### src/rtl/game_flow_pkg.sv
// Shared screen encoding for the pinball game-flow controller.
// Pure definitions: no latency, no flow control.
package game_flow_pkg;

    localparam int SCREEN_W = 3;

    typedef enum logic [SCREEN_W-1:0] {
        TITLE     = 3'd0,
        PLAY      = 3'd1,
        PAUSED    = 3'd2,
        RESPAWN   = 3'd3,
        GAME_OVER = 3'd4,
        WIN       = 3'd5
    } screen_t;

endpackage

### src/rtl/game_flow_controller_if.sv
// Key/collision inputs and screen/physics outputs of the game-flow controller.
// Wires only: no latency, no flow control.
interface game_flow_controller_if;
    import game_flow_pkg::*;

    logic                key0IsPressed;
    logic                key1IsPressed;
    logic                ballLost;
    logic                levelCleared;
    logic [SCREEN_W-1:0] screenSel;
    logic                start;
    logic                run;
    logic                newBall;
    logic [3:0]          livesLeft;
    logic [3:0]          level;

    modport master (
        output key0IsPressed, key1IsPressed, ballLost, levelCleared,
        input  screenSel, start, run, newBall, livesLeft, level
    );

    modport slave (
        input  key0IsPressed, key1IsPressed, ballLost, levelCleared,
        output screenSel, start, run, newBall, livesLeft, level
    );

endinterface

### src/rtl/game_flow_controller_key_edge_detect.sv
// Rising-edge detector for a level key; history resets high so a key held through reset is ignored.
// Combinational edge output from a one-cycle history register; no flow control.
module key_edge_detect (
    input  logic clk,
    input  logic reset,
    input  logic key,
    output logic rise
);

    logic prev_q;
    logic prev_d;

    always_comb begin
        prev_d = key;
        rise   = key & ~prev_q;
    end

    always_ff @(posedge clk) begin
        if (reset) prev_q <= 1'b1;
        else       prev_q <= prev_d;
    end

endmodule

### src/rtl/game_flow_controller.sv
// Game-flow FSM: title, play, pause, respawn, game over and win; tracks lives and level.
// Outputs are registered-state decodes (newBall is a registered pulse); inputs are never stalled.
module game_flow_controller
    import game_flow_pkg::*;
#(
    parameter int NUM_LIVES       = 3,
    parameter int NUM_LEVELS      = 4,
    parameter int RESPAWN_CYCLES  = 25_000_000,
    parameter int GAMEOVER_CYCLES = 50_000_000
) (
    input  logic                   clk,
    input  logic                   reset,
    game_flow_controller_if.slave  bus
);

    localparam int HOLD_MAX = (RESPAWN_CYCLES > GAMEOVER_CYCLES) ? RESPAWN_CYCLES : GAMEOVER_CYCLES;
    localparam int CNT_W    = $clog2(HOLD_MAX + 1);

    localparam logic [CNT_W-1:0] RESPAWN_LAST = CNT_W'(RESPAWN_CYCLES - 1);
    localparam logic [CNT_W-1:0] HOLD_LAST    = CNT_W'(GAMEOVER_CYCLES - 1);
    localparam logic [3:0]       LIVES_INIT   = 4'(NUM_LIVES);
    localparam logic [3:0]       LEVEL_LAST   = 4'(NUM_LEVELS - 1);

    screen_t          state_q, state_d;
    logic [3:0]       lives_q, lives_d;
    logic [3:0]       level_q, level_d;
    logic [CNT_W-1:0] cnt_q, cnt_d;
    logic             new_ball_q, new_ball_d;
    logic             rise0, rise1;

    key_edge_detect u_key0 (.clk(clk), .reset(reset), .key(bus.key0IsPressed), .rise(rise0));
    key_edge_detect u_key1 (.clk(clk), .reset(reset), .key(bus.key1IsPressed), .rise(rise1));

    always_comb begin
        state_d    = state_q;
        lives_d    = lives_q;
        level_d    = level_q;
        cnt_d      = cnt_q;
        new_ball_d = 1'b0;

        case (state_q)
            TITLE: begin
                if (rise0) begin
                    state_d    = PLAY;
                    lives_d    = LIVES_INIT;
                    level_d    = '0;
                    new_ball_d = 1'b1;
                end
            end
            PLAY: begin
                // Level clear outranks a simultaneous loss, which outranks a pause.
                if (bus.levelCleared) begin
                    cnt_d = '0;
                    if (level_q >= LEVEL_LAST) begin
                        state_d = WIN;
                    end else begin
                        level_d = level_q + 4'd1;
                        state_d = RESPAWN;
                    end
                end else if (bus.ballLost) begin
                    cnt_d = '0;
                    if (lives_q <= 4'd1) begin
                        lives_d = '0;
                        state_d = GAME_OVER;
                    end else begin
                        lives_d = lives_q - 4'd1;
                        state_d = RESPAWN;
                    end
                end else if (rise1) begin
                    state_d = PAUSED;
                end
            end
            PAUSED: begin
                if (rise1) state_d = PLAY;
            end
            RESPAWN: begin
                if (cnt_q == RESPAWN_LAST) begin
                    state_d    = PLAY;
                    new_ball_d = 1'b1;
                end else begin
                    cnt_d = cnt_q + CNT_W'(1);
                end
            end
            GAME_OVER, WIN: begin
                // Restart edges before the hold expires are dropped, not remembered.
                if (cnt_q != HOLD_LAST) cnt_d = cnt_q + CNT_W'(1);
                else if (rise0)         state_d = TITLE;
            end
            default: begin
                state_d = TITLE;
            end
        endcase
    end

    always_ff @(posedge clk) begin
        if (reset) begin
            state_q    <= TITLE;
            lives_q    <= LIVES_INIT;
            level_q    <= '0;
            cnt_q      <= '0;
            new_ball_q <= 1'b0;
        end else begin
            state_q    <= state_d;
            lives_q    <= lives_d;
            level_q    <= level_d;
            cnt_q      <= cnt_d;
            new_ball_q <= new_ball_d;
        end
    end

    always_comb begin
        bus.screenSel = state_q;
        bus.start     = (state_q == PLAY) || (state_q == PAUSED) || (state_q == RESPAWN);
        bus.run       = (state_q == PLAY);
        bus.newBall   = new_ball_q;
        bus.livesLeft = lives_q;
        bus.level     = level_q;
    end

endmodule

### src/flat_wrapper.sv
// flat-port wrapper written by rule: the top's interface ports become plain ports
module game_flow_controller_flat import game_flow_pkg::*;
#(
    parameter int NUM_LIVES       = 3,
    parameter int NUM_LEVELS      = 4,
    parameter int RESPAWN_CYCLES  = 25_000_000,
    parameter int GAMEOVER_CYCLES = 50_000_000
)
  (clk, reset, bus_key0IsPressed, bus_key1IsPressed, bus_ballLost, bus_levelCleared, bus_screenSel, bus_start, bus_run, bus_newBall, bus_livesLeft, bus_level);
  game_flow_controller_if bus_i ();
  input  logic clk;
  input  logic reset;
  input wire logic [$bits(bus_i.key0IsPressed)-1:0] bus_key0IsPressed;
  input wire logic [$bits(bus_i.key1IsPressed)-1:0] bus_key1IsPressed;
  input wire logic [$bits(bus_i.ballLost)-1:0] bus_ballLost;
  input wire logic [$bits(bus_i.levelCleared)-1:0] bus_levelCleared;
  output wire logic [$bits(bus_i.screenSel)-1:0] bus_screenSel;
  output wire logic [$bits(bus_i.start)-1:0] bus_start;
  output wire logic [$bits(bus_i.run)-1:0] bus_run;
  output wire logic [$bits(bus_i.newBall)-1:0] bus_newBall;
  output wire logic [$bits(bus_i.livesLeft)-1:0] bus_livesLeft;
  output wire logic [$bits(bus_i.level)-1:0] bus_level;
  assign bus_i.key0IsPressed = bus_key0IsPressed;
  assign bus_i.key1IsPressed = bus_key1IsPressed;
  assign bus_i.ballLost = bus_ballLost;
  assign bus_i.levelCleared = bus_levelCleared;
  assign bus_screenSel = bus_i.screenSel;
  assign bus_start = bus_i.start;
  assign bus_run = bus_i.run;
  assign bus_newBall = bus_i.newBall;
  assign bus_livesLeft = bus_i.livesLeft;
  assign bus_level = bus_i.level;
  game_flow_controller #(.NUM_LIVES(NUM_LIVES), .NUM_LEVELS(NUM_LEVELS), .RESPAWN_CYCLES(RESPAWN_CYCLES), .GAMEOVER_CYCLES(GAMEOVER_CYCLES)) u_core (.clk(clk), .reset(reset), .bus(bus_i));
endmodule
### config.mk
export PLATFORM = sky130hd
export DESIGN_NAME = game_flow_controller_flat
export DESIGN_NICKNAME = d
export VERILOG_FILES = /design/src/rtl/game_flow_pkg.sv /design/src/rtl/game_flow_controller_if.sv /design/src/rtl/game_flow_controller_key_edge_detect.sv /design/src/rtl/game_flow_controller.sv /design/src/flat_wrapper.sv
export SDC_FILE = /design/constraint.sdc
export NUM_CORES = 1
export LEC_CHECK = 0
export ABC_AREA = 1
export CAP_MARGIN = 10
export CORE_MARGIN = 2
export CORE_UTILIZATION = 58
export DETAILED_ROUTE_END_ITERATION = 7
export PLACE_DENSITY = 0.79
export RECOVER_POWER = 25
export SLEW_MARGIN = 10
export SYNTH_ARGS = -nofsm -noshare
export SYNTH_HDL_FRONTEND = slang
export SYNTH_SLANG_ARGS = --single-unit
export TNS_END_PERCENT = 50
### constraint.sdc
create_clock -name clk -period 2 [get_ports clk]
set_input_delay 0.6 -clock clk [delete_from_list [all_inputs] [get_ports clk]]
set_output_delay 0.6 -clock clk [all_outputs]
set_load 0.02 [all_outputs]
==> flow_metrics.env, run 1 <==
export IMPL_clockBufferDepth=2
export IMPL_final_net_count=485
export IMPL_layout_commonest_cell="nand2_1"
export IMPL_synth_async_reset_ratio_pct=0
export IMPL_grt_setup_unrepaired="no"
export IMPL_die_h_um=71.0
export IMPL_root_buffer="clkbuf_8"
export IMPL_irDropWorstVdd_uv=925
export IMPL_routed_via_density=5.56
export IMPL_worstHoldStart="u_core.bus.level[3]"
export IMPL_diodes=0
export IMPL_finalHoldViolations=0
export IMPL_r2r_start="u_core.cnt_q[0]"
export IMPL_placed_area_um2=2980
export IMPL_post_route_period_util_pct=98.1
export IMPL_hold_depth=2
export IMPL_yosys_top_cells_area="dfxtp_1, nand2_1, nor2_1"
export IMPL_finalHoldWorstSlack_ns=0.478
export IMPL_start_kind="register"
export IMPL_layout_drive_gt1_share_pct=8.61
export IMPL_power_mw=2.90
export IMPL_yosys_area_top_type_share_pct=30.7
export IMPL_io_pins=20
export IMPL_power_density_nw_per_um2=933
export IMPL_drt_wl_total_mm=6.92
export IMPL_ys_warn_count=0
export IMPL_synth_nets=449
export IMPL_h_tree_depth=2
export IMPL_slew_headroom_pct=67.7
export IMPL_grt_busiest_layer="met2"
export IMPL_synth_ff_type="dfxtp_1"
export IMPL_grt_pass1_wl_mm=11.8
export IMPL_crit_type="reg -> out"
export IMPL_fp_row_count=24
export IMPL_first_iter_violations=248
export IMPL_rr_endpoint="u_core.cnt_q[7]"
export IMPL_place_hpwl_mm=5.09
export IMPL_cp_end_kind="output pin"
export IMPL_vias=2934
export IMPL_fin_setup_tns_ns=0
export IMPL_reg2reg_slack_ns=0.16
export IMPL_antenna_found_initial=0
export IMPL_port_buffers=19
export IMPL_synth_edf_count=0
export IMPL_min_path_type="reg -> reg"
export IMPL_final_cell_mix="nand2_1, nor2_1, inv_1"
export IMPL_ant_nets=0
export IMPL_crit_chain="clkdlybuf4s50_1"
export IMPL_rr_worst_depth=11
export IMPL_use_met2_pct=50.2
export IMPL_worst_path_max_delay_cell="clkdlybuf4s50_1"
export IMPL_leakage_nw=1.20
export IMPL_synth_seq_area_share_pct=30.7
export IMPL_core_um2=4350
export IMPL_wl_per_cell_um=13.1
export IMPL_cts_buffers=5
export IMPL_syn_avg_cell_area_um2=5.94
export IMPL_arrival_ns=1.36
export IMPL_whs_endpoint="u_core.bus.level[3]"
export IMPL_synth_cells=439
export IMPL_fillers=388
export IMPL_crit_fanout=5
export IMPL_status="complete, no violations"
export IMPL_grt_max_degree=29
export IMPL_worstPathRequired_ns=1.40
export IMPL_timing_final_crit_period_ns=1.96
export IMPL_skew_ns=0.00679
export IMPL_setup_violations_final=0
export IMPL_cp_num_buf_inv=1
export IMPL_dieArea_um2=5050
export IMPL_ys_ff_latch=40
export IMPL_gr_usage_all_layers_pct=28.9
export IMPL_die_w_um=71.0
export IMPL_initial_utilization_pct=59.9
export IMPL_fmax_ghz=0.510
export IMPL_cap_violations=0
export IMPL_gp_congestion=0.951
export IMPL_grt_pass1_vias=2731
export IMPL_final_cell_area_um2=3100
export IMPL_syn_area_um2=2610
export IMPL_drc=0
export IMPL_drv_slew=0
export IMPL_globalRouteOverflowTotal=0
export IMPL_clkTransAtPathRegs_ns=0.08
export IMPL_worst_pin_slew_ns=0.480
export IMPL_cts_tree="yes"
export IMPL_grt_use_met1_pct=34.5
export IMPL_clkLatencyLatePin_ns=0.30
export IMPL_synth_area_leader_cell="dfxtp_1"
export IMPL_area_growth_pct=19.1
export IMPL_slowest_delay_ns=0.64
export IMPL_critPathTopFamily="buffers and inverters"
export IMPL_met3_usage_pct=5.27
export IMPL_synth_distinct_cells=27
export IMPL_firstDrtPassIters=7
export IMPL_clkSinkCount=40
-- cell usage after synthesis (3+ instances only) --
cell type,n
a21oi_1,37
a31oi_1,5
clkbuf_1,5
dfxtp_1,40
ha_1,4
inv_1,45
nand2_1,132
nand3_1,33
nand3b_1,5
nand4_1,6
nor2_1,81
nor2_2,3
nor3_1,3
o211ai_1,3
o21ai_0,16
xor2_1,6
-- report_power, final --
| part | internal, mW | switching [mW] |
|---|---|---|
| clock | 0.440 | 0.298 |
| sequential | 0.846 | 0.0409 |
| combinational | 0.502 | 0.769 |
| total | 1.79 | 1.11 |
-- worst max-delay path by stage --
stage / startpoint / to / slack, ns / cells after the start
final: u_core.bus.screenSel[1] / bus_screenSel[1] / 0.04 / 1
after global routing: u_core.bus.screenSel[1] / bus_screenSel[1] / 0.004 / 1
after CTS: u_core.bus.screenSel[0] / bus_screenSel[0] / 0.009 / 2
after detailed placement: bus_levelCleared / u_core.cnt_q[17] / -0.13 / 10
after global placement: bus_levelCleared / u_core.cnt_q[3] / -0.1 / 10
after floorplan: u_core.bus.screenSel[1] / bus_start / 0.23 / 2
-- flip-flops by register name, summed over array words and instances (netlist names) --
register              count
u_core.bus.screenSel      3
u_core.cnt_q             26
u_core.bus.newBall        1
u_core.u_key0.prev_q      1
u_core.bus.level          4
u_core.u_key1.prev_q      1
u_core.bus.livesLeft      4
-- per-stage QoR --
step	setup WS, ns	std cells	utilization (%)
2_1_floorplan	0.232	439	-
3_3_place_gp	-0.0978	520	68.4
3_5_place_dp	-0.131	520	68.4
4_1_cts	0.00898	528	71.3
5_1_grt	0.00370	528	71.3
6_report	0.0378	528	71.3
-- routing by layer --
layer | routed length, um | share of wire, % | up-vias
li1 | - | - | 1477
met5 | 0 | 0 | -
met1 | 2900 | 42 | 1313
met2 | 3320 | 48 | 117
met3 | 467 | 6.8 | 27
met4 | 231 | 3.3 | 0
-- area by class of cell --
class | instances | area [um^2] | share of cell area [%]
Sequential cell | 40 | 802 | 25.8
Timing Repair Buffer | 40 | 365 | 11.8
Clock buffer | 7 | 96.3 | 3.10
Multi-Input combinational cell | 342 | 1570 | 50.6
Clock inverter | 1 | 30.0 | 0.968
Tap cell | 52 | 65.1 | 2.10
Inverter | 46 | 173 | 5.56
-- logic make-up after synthesis --
| logic type | Yosys count | share of synthesized area, % |
|---|---|---|
| simple gates | 267 | 42.7 |
| compound gates | 64 | 13.2 |
| buf+inv | 57 | 9.17 |
| flops | 40 | 30.7 |
| xor+xnor | 7 | 2.35 |
| fa+ha+maj | 4 | 1.92 |
-- timing repair --
item | in CTS | in global routing
resized for setup | 3 | 4
endpoints found under the setup margin | 2 | 13
endpoints found under the hold margin | 0 | 0
setup buffers | 0 | 0
hold buffers | 0 | 0
-- worst min-delay path, cell delays in order, from the launching register on --
cell     delay (ns)
dfxtp_1        0.32
inv_1          0.07
nor3_1         0.05
(Power assumes the default switching activity.)
==> run 2: changes to the inputs <==
CTS_CLUSTER_DIAMETER = 150   (was not set)
==> results of run 2 <==
Final layout, timing and power as in run 1 (identical DEF).
